==> src/rtl/sync_fifo.sv <==
// Single-clock FIFO of DEPTH x WIDTH words with a registered read port.
// Writes into a full FIFO and reads from an empty FIFO are dropped without any error indication.
module sync_fifo #(
  parameter int WIDTH = 8,
  parameter int DEPTH = 16
) (
  input  logic             clk,
  input  logic             rst,
  input  logic             wr_en,
  input  logic             rd_en,
  input  logic [WIDTH-1:0] wr_data,
  output logic [WIDTH-1:0] rd_data,
  output logic             empty,
  output logic             full
);

  localparam int AW = $clog2(DEPTH);
  localparam logic [AW-1:0] PTR_ZERO = {AW{1'b0}};
  localparam logic [AW-1:0] PTR_ONE  = AW'(1'b1);
  localparam logic [AW:0]   CNT_ZERO = {(AW+1){1'b0}};
  localparam logic [AW:0]   CNT_ONE  = (AW+1)'(1'b1);
  localparam logic [AW:0]   CNT_FULL = (AW+1)'(DEPTH);

  logic [WIDTH-1:0] mem_r [DEPTH];
  logic [WIDTH-1:0] rd_data_r;
  logic [AW-1:0]    wp_r;
  logic [AW-1:0]    rp_r;
  logic [AW:0]      count_r;
  logic             empty_s;
  logic             full_s;
  logic             wr_acc_s;
  logic             rd_acc_s;

  // Flags and accept strobes, all derived from the pre-edge occupancy.
  always_comb begin
    empty_s  = (count_r == CNT_ZERO);
    full_s   = (count_r == CNT_FULL);
    wr_acc_s = wr_en & ~full_s;
    rd_acc_s = rd_en & ~empty_s;
  end

  // Storage is never cleared; only accepted writes touch it.
  always_ff @(posedge clk) begin
    if (wr_acc_s && !rst) begin
      mem_r[wp_r] <= wr_data;
    end
  end

  // Pointers, occupancy and the read data register.
  always_ff @(posedge clk) begin
    if (rst) begin
      wp_r      <= PTR_ZERO;
      rp_r      <= PTR_ZERO;
      count_r   <= CNT_ZERO;
      rd_data_r <= {WIDTH{1'b0}};
    end else begin
      if (wr_acc_s) begin
        wp_r <= wp_r + PTR_ONE;
      end
      if (rd_acc_s) begin
        rp_r      <= rp_r + PTR_ONE;
        rd_data_r <= mem_r[rp_r];
      end
      case ({wr_acc_s, rd_acc_s})
        2'b10:   count_r <= count_r + CNT_ONE;
        2'b01:   count_r <= count_r - CNT_ONE;
        default: count_r <= count_r;
      endcase
    end
  end

  assign rd_data = rd_data_r;
  assign empty   = empty_s;
  assign full    = full_s;

endmodule

==> config.mk <==
export PLATFORM = sky130hd
export DESIGN_NAME = sync_fifo
export DESIGN_NICKNAME = d
export VERILOG_FILES = /design/src/rtl/sync_fifo.sv
export SDC_FILE = /design/constraint.sdc
export NUM_CORES = 1
export LEC_CHECK = 0
export CORE_AREA = 5 5 103 105
export CTS_CLUSTER_DIAMETER = 150
export CTS_CLUSTER_SIZE = 20
export DETAILED_ROUTE_END_ITERATION = 8
export DIE_AREA = 0 0 108 110
export PLACE_DENSITY = 0.93
export SKIP_CTS_REPAIR_TIMING = 1
export SLEW_MARGIN = 20
export SYNTH_ARGS = -nofsm -noshare
export SYNTH_HDL_FRONTEND = slang
export SYNTH_SLANG_ARGS = --single-unit
==> constraint.sdc <==
create_clock -name clk -period 5.2 [get_ports clk]
set_clock_uncertainty 0.2 [all_clocks]
set_input_delay 1.04 -clock clk [delete_from_list [all_inputs] [get_ports clk]]
set_output_delay 1.04 -clock clk [all_outputs]
set_load 0.01 [all_outputs]
==> impl_metrics.yaml <==
sta:
  max_freq_ghz: 0.2888
  worst_pin_slew_ns: 0.9135
  setup_viol: 0
  fin_ws_ns: 1.737
  slew_violations: 0
  rsz0062_at_grt: "false"
  timing.setup.tns_ns: 0
  fin_crit_sh: 0.6659
  slew_headroom: 0.3910
  final_hold_viol_count: 0
  fin_crit_ns: 3.463
final_layout:
  area_delta_synth_final_pct: 14.02
  fin_area_mm2: 0.006860
  fin_nets: 407
  fin_util: 0.7184
  num_antenna_cells: 0
  drive_gt1_frac: 0.1583
  layout.cells.non_filler: 531
worst_setup_path:
  crit_path_end_kind: "flip-flop"
  cp_max_fo: 9
  crit_type: "in -> reg"
  crit_path_start_kind: "primary input"
  crit_required_ns: 5.42
  critPathArrivalTime_ns: 3.68
pwr:
  power.leakage_nw: 2.146
  peakVddDrop_mv: 0.3027
  clockPowerShare: 0.356
  p_sw_frac: 0.2693
  power.density_mw_per_mm2: 465.8
  seqPwrFrac: 0.445
  pwr-share-comb: 0.199
  intPower_w: 0.002335
  p_switching_w: 0.0008606
grt:
  grt_pass1_vias: 3328
  grt_pass1_wl_um: 19050
  grt_usage: 0.2283
  grt_antenna_before_repair: 0
  grt_overflow: 0
  grt_max_degree: 32
yosys:
  async_reset_ff_frac: 0
  yosys.cell_types.count: 39
  ys_ff_latch: 149
  yosys.area_share.xor_xnor: 0.01289
  yosys-top-cells-area: "edfxtp_1 (64%), dfxtp_1 (7.0%), mux4_2 (6.0%)"
  synth-compound-area-share: 0.05739
  synth_fa_ha_area_frac: 0.02204
  synth_top_area_frac: 0.6388
  synth_area_mm2: 0.006017
  dominantRegCellSynth: "edfxtp_1"
  synthSimpleGateAreaFrac: 0.05802
  yosysSeqAreaShare: 0.7087
  synth_top_family_by_area: "multiplexers"
  synth_edf_count: 128
  muxShareOfSynthArea: 0.1183
  synthCells: 361
  yosysWarnings: 0
  synth_area_per_cell_um2: 16.67
  synth_area_leader_cell: "edfxtp_1"
  synthesis.nets: 383
status:
  status: "finished clean"
run:
  drv_cap: 0
route:
  met1_length_um: 4676
  drc: 0
  drtAntennaViolNets: 0
  firstDrtPassIters: 5
  drt_iter0_markers: 435
  via_per_inst: 6.234
  postRouteWirelength_um: 12360
  num_vias: 3310
  met2WireLength_um: 6247
  wl_met3_um: 1224
  highest_layer: "met4"
  avgRoutedWirePerCell_um: 23.28
clocking:
  cts_buffer_depth: 2
  ctsHtreeMaxLevel: 4
  numCtsBuffers: 17
  cts_root_buffer: "clkbuf_8"
  clock_latency_ns: 0.53
  cts_tree: "yes"
  clkTransAtPathRegs_ns: 0.06
  clock_sinks: 149
placed_design:
  place_area_mm2: 0.006307
  hpwl_um: 7479
  place_ws_ns: 1.268
  io_buffer_count: 21
  gp_congestion: 0.8220
  dp.cells: 499
floorplan:
  pin_count: 22
  die_h_um: 110
  fp-row-count: 36
  initial_core_util: 0.6301
  die_area_mm2: 0.01188
  die_w_um: 108
  core_mm2: 0.009549
worst_hold_path:
  min-delay-path-class: "reg -> reg"
-- synth_stat cells, drive strengths merged (3+ instances only) --
cell	count
a21oi	5
a22oi	8
a311oi	8
buf	13
clkbuf	6
dfxtp	21
edfxtp	128
ha	9
inv	7
mux2i	34
mux4	16
nand2	7
nor2	50
nor2b	5
o22ai	16
xnor2	3
xor2	5
-- final timing paths --
| check | start | to | slack [ns] | depth (start not counted) |
|---|---|---|---|---|
| max | wr_en | count_r[4]$_SDFFE_PP0P_ | 1.74 | 10 |
| min | rd_data[4]$_SDFFE_PP0P_ | rd_data[4]$_SDFFE_PP0P_ | 0.34 | 2 |
| max reg2reg | count_r[0]$_SDFFE_PP0P_ | count_r[4]$_SDFFE_PP0P_ | 1.95 | 9 |
| min reg2reg | rd_data[4]$_SDFFE_PP0P_ | rd_data[4]$_SDFFE_PP0P_ | 0.34 | 2 |
-- sequential cells by signal (all words and copies together), names as in the netlist --
signal   cells
mem_r      128
count_r      5
wp_r         4
rp_r         4
rd_data      8
-- area by class of cell --
type | instances | area, µm²
inverter | 7 | 26.28
multi-input combinational | 186 | 1617
timing repair buffer | 24 | 232.7
sequential | 149 | 4265
tap | 133 | 166.4
clock inverter | 14 | 135.1
clock buffer | 18 | 417.9
fill | 541 | 2689
-- placed cells by master, fill, tap and decap left out, types with 3 or more instances in the layout --
master           instances
xor2_1                   4
inv_1                    7
mux4_2                  16
edfxtp_1               128
clkbuf_16               16
a311oi_2                 8
mux2i_1                 34
nor2b_1                  5
buf_4                    3
nand2_1                  6
a21oi_1                  5
clkinvlp_4               5
clkinv_1                 4
xnor2_1                  3
a22oi_1                  8
nor2_1                  50
ha_1                     9
dfxtp_1                 20
clkdlybuf4s50_1         21
o22ai_1                 16
-- logic make-up (layout without fill, tap and decap cells) --
family          Yosys count  count (layout)
compound gates           41              41
xor+xnor                  8               8
fa+ha+maj                10              10
buf+inv                  26              63
flops                   149             149
mux                      51              51
simple gates             76              76
-- layer usage --
metal  global-route usage  up-vias
li1                     -     1445
met1               0.2949     1633
met2               0.3752      211
met3              0.05941       21
met4              0.09017        0
met5                    0        -
-- critical path, cell delays in order --
cell and delay, ns:
clkdlybuf4s50_1 0.46, a21boi_2 0.39, inv_1 0.09, ha_1 0.27, ha_1 0.32, nor2b_1 0.15
o21ai_0 0.21, a21oi_1 0.11, or3b_1 0.36, mux2_2 0.27
-- through the flow --
stage | power (W) | hold slack [ns]
finish | 0.003196 | 0.3357
global route | 0.003316 | 0.3488
CTS | 0.003200 | 0.3369
detailed placement | 0.002073 | 0.3284
global placement | 0.002032 | 0.3194
floorplan | 0.001881 | 0.3164
-- power groups by stage --
stage               registers, W  clock network (W)  logic, W
detailed placement       0.00145                  0  0.000628
floorplan                0.00145                  0  0.000435
finish                   0.00142            0.00114  0.000635
global placement         0.00144                  0  0.000591
CTS                      0.00142            0.00114  0.000636
global route             0.00143            0.00120  0.000681
(Power assumes the default switching activity.)
